<file path="config.mk">
export PLATFORM = sky130hd
export DESIGN_NAME = cpld_uart_ctrl
export DESIGN_NICKNAME = d
export VERILOG_FILES = /design/src/rtl/cpld_uart_ctrl.sv
export SDC_FILE = /design/constraint.sdc
export NUM_CORES = 1
export LEC_CHECK = 0
export CAP_MARGIN = 5
export CORE_MARGIN = 2
export CORE_UTILIZATION = 50
export DETAILED_ROUTE_END_ITERATION = 16
export PLACE_DENSITY = 0.88
export SLEW_MARGIN = 0
export SYNTH_ARGS = -nofsm -noshare
export SYNTH_HDL_FRONTEND = slang
export SYNTH_SLANG_ARGS = --single-unit
</file>
<file path="constraint.sdc">
create_clock -name clk -period 2.42 [get_ports clk]
set_clock_uncertainty 0.05 [all_clocks]
set_input_delay 0.363 -clock clk [delete_from_list [all_inputs] [get_ports clk]]
set_output_delay 0.363 -clock clk [all_outputs]
set_load 0.01 [all_outputs]
</file>
<file path="src/rtl/cpld_uart_ctrl.sv">
// cpld_uart_ctrl
//   Bus-side controller for the Thinpad CPLD serial controller. Turns single
//   CPU request/ack transactions into uart_rdn / uart_wrn strobe sequences on
//   the low byte of base_ram_data, which is shared with BaseRAM. While a
//   transfer owns the bus, busy tells the BaseRAM controller to deselect the
//   SRAM.
//
// Ports
//   clk, rst           system clock, synchronous active-high reset
//   req, we, addr      CPU request (sampled in idle only), write flag,
//                      register select (0 = data, 1 = status)
//   wdata / rdata      byte to transmit / read result (valid with ack)
//   ack                one-cycle completion pulse
//   busy               high from request accept through ack
//   uart_rdn/uart_wrn  CPLD read / write strobes, active-low
//   uart_dataready     async: receive byte available
//   uart_tbre          async: transmit buffer empty
//   uart_tsre          async: transmit shift register empty
//   data_i             base_ram_data[7:0] as seen at the pad
//   data_o, data_oe    value and tristate enable for base_ram_data[7:0]
//
// All outputs are set on entry to the state that owns them, so every output
// comes straight from a flop.
module cpld_uart_ctrl #(
    parameter int unsigned RD_CYCLES = 3,
    parameter int unsigned WR_SETUP  = 1,
    parameter int unsigned WR_CYCLES = 3,
    parameter int unsigned WR_HOLD   = 1
) (
    input  logic       clk,
    input  logic       rst,
    input  logic       req,
    input  logic       we,
    input  logic       addr,
    input  logic [7:0] wdata,
    output logic [7:0] rdata,
    output logic       ack,
    output logic       busy,
    output logic       uart_rdn,
    output logic       uart_wrn,
    input  logic       uart_dataready,
    input  logic       uart_tbre,
    input  logic       uart_tsre,
    input  logic [7:0] data_i,
    output logic [7:0] data_o,
    output logic       data_oe
);

    typedef enum logic [2:0] {
        StIdle,
        StRd,
        StWaitTx,
        StWrS,
        StWrL,
        StWrH,
        StDone
    } state_e;

    state_e     state_q;
    logic [7:0] cnt_q;
    logic [7:0] wbyte_q;

    logic [1:0] rx_sync_q;
    logic [1:0] tbre_sync_q;
    logic [1:0] tsre_sync_q;

    logic       rx_rdy;
    logic       tx_rdy;
    logic [7:0] status;

    // Two-flop synchronizers for the asynchronous CPLD status lines.
    always_ff @(posedge clk) begin
        if (rst) begin
            rx_sync_q   <= 2'b00;
            tbre_sync_q <= 2'b00;
            tsre_sync_q <= 2'b00;
        end else begin
            rx_sync_q   <= {rx_sync_q[0], uart_dataready};
            tbre_sync_q <= {tbre_sync_q[0], uart_tbre};
            tsre_sync_q <= {tsre_sync_q[0], uart_tsre};
        end
    end

    assign rx_rdy = rx_sync_q[1];
    assign tx_rdy = tbre_sync_q[1] & tsre_sync_q[1];
    assign status = {6'b0, rx_rdy, tx_rdy};

    // cnt_q is loaded with (phase length - 1) on entry to each timed phase
    // and the phase ends in the cycle it reads zero.
    always_ff @(posedge clk) begin
        if (rst) begin
            state_q  <= StIdle;
            cnt_q    <= 8'd0;
            wbyte_q  <= 8'd0;
            rdata    <= 8'd0;
            ack      <= 1'b0;
            busy     <= 1'b0;
            uart_rdn <= 1'b1;
            uart_wrn <= 1'b1;
            data_o   <= 8'd0;
            data_oe  <= 1'b0;
        end else begin
            case (state_q)
                StIdle: begin
                    ack <= 1'b0;
                    if (req) begin
                        busy <= 1'b1;
                        if (addr) begin
                            rdata   <= status;
                            ack     <= 1'b1;
                            state_q <= StDone;
                        end else if (we) begin
                            wbyte_q <= wdata;
                            state_q <= StWaitTx;
                        end else if (rx_rdy) begin
                            uart_rdn <= 1'b0;
                            cnt_q    <= 8'(RD_CYCLES - 1);
                            state_q  <= StRd;
                        end else begin
                            // Nothing received: complete without a strobe.
                            rdata   <= 8'h00;
                            ack     <= 1'b1;
                            state_q <= StDone;
                        end
                    end
                end

                StRd: begin
                    if (cnt_q == 8'd0) begin
                        // Last low cycle: capture the pad before releasing rdn.
                        rdata    <= data_i;
                        uart_rdn <= 1'b1;
                        ack      <= 1'b1;
                        state_q  <= StDone;
                    end else begin
                        cnt_q <= cnt_q - 8'd1;
                    end
                end

                StWaitTx: begin
                    if (tx_rdy) begin
                        data_o  <= wbyte_q;
                        data_oe <= 1'b1;
                        cnt_q   <= 8'(WR_SETUP - 1);
                        state_q <= StWrS;
                    end
                end

                StWrS: begin
                    if (cnt_q == 8'd0) begin
                        uart_wrn <= 1'b0;
                        cnt_q    <= 8'(WR_CYCLES - 1);
                        state_q  <= StWrL;
                    end else begin
                        cnt_q <= cnt_q - 8'd1;
                    end
                end

                StWrL: begin
                    if (cnt_q == 8'd0) begin
                        uart_wrn <= 1'b1;
                        cnt_q    <= 8'(WR_HOLD - 1);
                        state_q  <= StWrH;
                    end else begin
                        cnt_q <= cnt_q - 8'd1;
                    end
                end

                StWrH: begin
                    if (cnt_q == 8'd0) begin
                        data_oe <= 1'b0;
                        ack     <= 1'b1;
                        state_q <= StDone;
                    end else begin
                        cnt_q <= cnt_q - 8'd1;
                    end
                end

                StDone: begin
                    ack     <= 1'b0;
                    busy    <= 1'b0;
                    state_q <= StIdle;
                end

                default: begin
                    state_q <= StIdle;
                end
            endcase
        end
    end

endmodule

</file>
==> results of run 1 <==
## per-stage QoR
step	setup WS (ps)	total power, mW	area, sq um	instances	utilization [%]
floorplan	457	2.29	2120	237	-
global placement	359	2.67	2620	324	64.6
detailed placement	302	2.71	2620	324	64.6
CTS	375	3.30	2730	332	67.4
global route	233	3.51	2730	332	67.4
finish	346	3.31	2730	332	67.4
## worst max-delay path by stage
stage,from,end,depth (start not counted)
after floorplan,cnt_q[0],state_q[2],7
after global placement,we,cnt_q[1],6
after detailed placement,addr,cnt_q[1],6
after CTS,cnt_q[1],uart_rdn,6
after global routing,cnt_q[1],uart_rdn,6
final,cnt_q[1],uart_rdn,6
## power breakdown
part	total [mW]	switching, mW	internal [mW]
combinational	1.67	0.990	0.684
clock	0.572	0.262	0.309
sequential	1.06	0.174	0.885
total	3.31	1.43	1.88
## cell usage in the layout, fill, tap and decap left out, types with 2 or more instances in the layout
cell,n
dfxtp_1,46
clkdlybuf4s50_1,44
nor2_1,28
a21oi_1,21
nand2_1,19
mux2i_1,16
nand3_1,13
o21ai_0,11
nor2b_1,9
nor3_1,7
buf_4,7
nand2b_1,5
clkbuf_8,5
inv_1,4
a221oi_2,4
o21ai_1,3
nand4b_1,2
o21bai_1,2
a221o_1,2
nand3b_1,2
a311oi_1,2
a31oi_1,2
ha_1,2
## worst register-to-register path: stages, from the launching register on
cell	delay [ps]
dfxtp_1	360
inv_1	130
ha_1	210
or3b_2	510
nor2_4	280
o21ai_0	140
a221o_1	290
## routing by layer
layer	GRT usage, %	share of wire [%]	wire length [um]
met5	0	0	0
met4	7.41	1.2	59
met3	4.53	4.5	218
met2	34.8	51	2470
met1	24.7	43	2060
## cells by family after synthesis
kind of cell	after synthesis	share of synthesized area [%]
adders and majority gates	2	1.18
and+or+nand+nor	95	23.8
AOI/OAI and AO/OA	60	20.7
muxes	16	7.54
buffers and inverters	18	3.42
DFF	46	43.4
## flip-flops by register name, summed over array words and instances, names as in the netlist
name	flops
ack	1
busy	1
cnt_q	8
data_o	8
data_oe	1
rdata	8
rx_sync_q	2
state_q	3
tbre_sync_q	2
tsre_sync_q	2
uart_rdn	1
uart_wrn	1
wbyte_q	8
## final cells by class
type	instances	area (sq um)
fillers	323	1320
inverters	4	15.0
multi-input cells	173	1130
well taps	50	62.6
clock inverters	3	43.8
repair buffers	51	493
clock buffers	5	68.8
flip-flops and latches	46	921
==> results.yml, run 1 <==
run_status:
  status: "completed"
critical_path:
  critPathKind: "flop to flop"
  cp_cell_sequence: "inv_1, ha_1, or3b_2, nor2_4, o21ai_0, a221o_1"
  cp_top_family: "simple AND/OR/NAND/NOR gates"
  worst_setup_path_start_kind: "flop"
  worst-path-buf-inv: 1
  critPathMaxStageDelay_ps: 500
  crit_fanout: 10
  cp.arrival_ps: 2220
  timing.rr.start: "cnt_q[1]"
  cp-end-kind: "flop"
  rr_endpoint: "uart_rdn"
  regToRegSetupSlack_ps: 350
  cpMaxStageDelayCell: "or3b_2"
  rr_worst_depth: 6
  critPathRequiredTime_ps: 2560
grt:
  track_usage_pct: 20.3
  antenna_found_initial: 0
  grt_pass1_wl_um: 8030
  grt_pass1_vias: 1760
  grt_max_degree: 28
  gr-total-overflow: 0
power_and_ir_drop:
  p_per_area_nw_per_um2: 1210
  worst_ir_drop_vdd_uv: 529
  p_leak_nw: 1.01
logic_synthesis:
  yosysWarnings: 0
  synth_edf_count: 0
  synthFlopType: "dfxtp_1"
  yosysUniqueCellTypes: 46
  synth_area_sq_um: 2120
  ys_top_cells_by_area: "dfxtp_1 (43%), mux2i_1 (7.5%), a21oi_1 (4.9%)"
  synth_most_common_cell: "dfxtp_1"
  netlist_instances: 237
  post_synth.cell_area_avg_sq_um: 8.96
  yosys-top-cells-count: "dfxtp_1 (46), nor2_1 (28), a21oi_1 (21)"
  ys_seq_elements: 46
  synth_top_area_share_pct: 43.4
  synth.largest_area_cell: "dfxtp_1"
  async_flop_share_pct: 0
  seq_area_frac_synth_pct: 43.4
  syn_nets: 263
sta:
  worst_pin_slew_ps: 577
  relSlewSlack_pct: 61.4
  grt_setup_unrepaired: "false"
  fin_crit_ps: 2070
  max_freq_mhz: 482
  setup_violations: 0
  finalSetupTns_ps: 0
  hold_viol: 0
  slew_viol_final: 0
  post-route-period-util_pct: 85.7
  hold_slack_ps: 398
clock_network:
  cts-resized-gates: 0
  cts_buffer_depth: 2
  clkTransAtPathRegs_ps: 80
  insertion_delay_ps: 300
  cts_buffers: 5
  cts_num_sinks: 46
  tritoncts: "yes"
  ctsHoldBuffers: 0
  cts.htree.levels: 2
  post_cts_buffers: 0
  root_buffer: "clkbuf_8"
worst_hold_path:
  holdPathStages: 1
  hold_start: "tsre_sync_q[0]"
  hp-class: "flop to flop"
  holdPathEnd: "tsre_sync_q[1]"
finish:
  diodes: 0
  layout-drive-gt1-share_pct: 11.3
  layout.nets: 307
  area_growth_pct: 28.8
place:
  hpwlAfterDp_um: 3400
  gp_congestion: 0.832
  port_buffers: 44
drt:
  wire_per_inst_um: 14.5
  drt_iter0_drc: 151
  antenna_left: 0
  totalWireLength_um: 4810
  vias: 1873
  drt-pass1-iter-count: 4
  drc_errors: 0
  via_per_inst: 5.64
floorplan:
  core_sq_um: 4060
  initial_utilization_pct: 52.3
  row_count: 23
  die_h_um: 69.2
  dieArea_sq_um: 4780
  fp.dieW_um: 69.2
  ios: 45
job:
  drv_cap: 0
Power figures use the tool's default switching activity.
==> run 2, diff against run 1 <==
- CORE_UTILIZATION: 50 -> 45
- PLACE_DENSITY: 0.88 -> 0.84
- clock period: 2.42 -> 1.9 ns (I/O delays scaled with it)
==> results.yml, run 2 (same netlist as run 1, synthesis figures left out) <==
run_status:
  status: "completed"
drt:
  totalWireLength_um: 5230
  drc_errors: 0
  wire_per_inst_um: 14.7
  vias: 1971
  via_per_inst: 5.55
  drt-pass1-iter-count: 4
  drt_iter0_drc: 208
  antenna_left: 0
critical_path:
  critPathMaxStageDelay_ps: 370
  crit_fanout: 5
  critPathRequiredTime_ps: 2070
  cpMaxStageDelayCell: "nor3b_4"
  timing.critical_path.from: "cnt_q[1]"
  cp-end-kind: "flop"
  timing.rr.start: "cnt_q[1]"
  endpoint: "rdata[0]"
  cp.arrival_ps: 2020
  critPathKind: "flop to flop"
  cp_cell_sequence: "inv_1, ha_2, nor3b_4, nand2_4, o21ai_4, buf_4, nor2_1, a311oi_1"
  crit_cells: 8
  rr_worst_depth: 8
  regToRegSetupSlack_ps: 50
  rr_endpoint: "rdata[0]"
  worst-path-buf-inv: 2
  worst_setup_path_start_kind: "flop"
  cp_top_family: "simple AND/OR/NAND/NOR gates"
clock_network:
  clkTransAtPathRegs_ps: 90
  cts_buffer_depth: 2
  cts.htree.levels: 2
  ctsHoldBuffers: 0
  tritoncts: "yes"
  cts_num_sinks: 46
  root_buffer: "clkbuf_8"
  insertion_delay_ps: 300
  cts_buffers: 5
floorplan:
  initial_utilization_pct: 47.8
  row_count: 24
  ios: 45
  core_sq_um: 4440
  dieArea_sq_um: 5280
  fp.dieW_um: 72.7
  die_h_um: 72.7
sta:
  fin_crit_ps: 1850
  setup_violations: 0
  hold_slack_ps: 389
  setup_ws_ps: 47.7
  slew_viol_final: 0
  max_freq_mhz: 540
  post-route-period-util_pct: 97.5
  relSlewSlack_pct: 57.0
  worst_pin_slew_ps: 643
  hold_viol: 0
power_and_ir_drop:
  worst_ir_drop_vdd_uv: 718
  p_leak_nw: 1.11
  finalPower_mw: 4.66
  p_per_area_nw_per_um2: 1600
finish:
  final_common_cell: "dfxtp_1"
  mostFrequentLayoutCells: "dfxtp_1 (45), clkdlybuf4s50_1 (44), nor2_1 (28), buf_4 (23), a21oi_1 (21)"
  finish.instance_area_sq_um: 2920
  layout.nets: 328
  fillers: 362
  diodes: 0
  area_growth_pct: 37.4
  layout-drive-gt1-share_pct: 18.5
  finalNonFillerCells: 355
place:
  hpwlAfterDp_um: 3430
  pre_cts_ws_ps: -111
  port_buffers: 44
  placedCellCount: 339
  gp_congestion: 0.891
  place_area_sq_um: 2750
grt:
  grt_use_met2_pct: 32.4
  grt_pass1_wl_um: 8150
  grt_use_met1_pct: 24.2
  grt_pass1_vias: 1826
  use_met3_pct: 4.97
  gr-total-overflow: 0
  grt_busiest_layer: "met2"
  antenna_found_initial: 0
  track_usage_pct: 19.7
  grt_max_degree: 47
job:
  drv_cap: 0
worst_hold_path:
  hp-class: "flop to flop"
[run 2: cell types whose count changed in the layout (fill, tap and decap cells not counted), sizes merged]
| cell | delta |
|---|---|
| buf | +19 |
| bufinv | -1 |
| clkinv | +1 |
| clkinvlp | +1 |
| inv | -1 |
| nor2 | +1 |
| o211ai | +1 |
[run 2: per-layer routing]
metal	share of wire, %	vias up
met5	0	-
met4	1.5	0
met3	6.5	7
met2	49	65
met1	43	917
li1	-	982
[run 2: stage by stage]
step,setup TNS [ps],util [%]
final,0,65.6
after global routing,-98.9,65.6
after detailed placement,-794,61.9
after floorplan,0,-
after global placement,-242,61.9
after CTS,0,64.0
[run 2: how the worst min path moves through the flow]
stage | from | end | cells after the start
after floorplan | uart_dataready | rx_sync_q[0] | 1
after global placement | tsre_sync_q[0] | tsre_sync_q[1] | 1
after detailed placement | tbre_sync_q[0] | tbre_sync_q[1] | 1
after CTS | tbre_sync_q[0] | tbre_sync_q[1] | 1
after global routing | rx_sync_q[0] | rx_sync_q[1] | 1
final | tbre_sync_q[0] | tbre_sync_q[1] | 1
[run 2: area by class of cell]
type                            instances  area (sq um)  area share, %
Sequential cell                        46           922           31.6
Multi-Input combinational cell        175          1170           40.3
Clock inverter                          3          21.3          0.729
Tap cell                               52          65.1           2.23
Timing Repair Buffer                   70           649           22.3
Clock buffer                            5          68.8           2.36
Inverter                                4          15.0          0.515
[run 2: where the power goes]
part | switching, mW | internal, mW | total, mW
Combinational | 1.52 | 1.23 | 2.75
Sequential | 0.177 | 1.13 | 1.31
Clock | 0.344 | 0.259 | 0.602
Total | 2.04 | 2.62 | 4.66
[run 2: what timing repair did]
action	CTS	global route
resized for setup	0	7
setup endpoints to repair	2	19
setup buffers	0	6
cloned	1	1
pin swaps	1	2
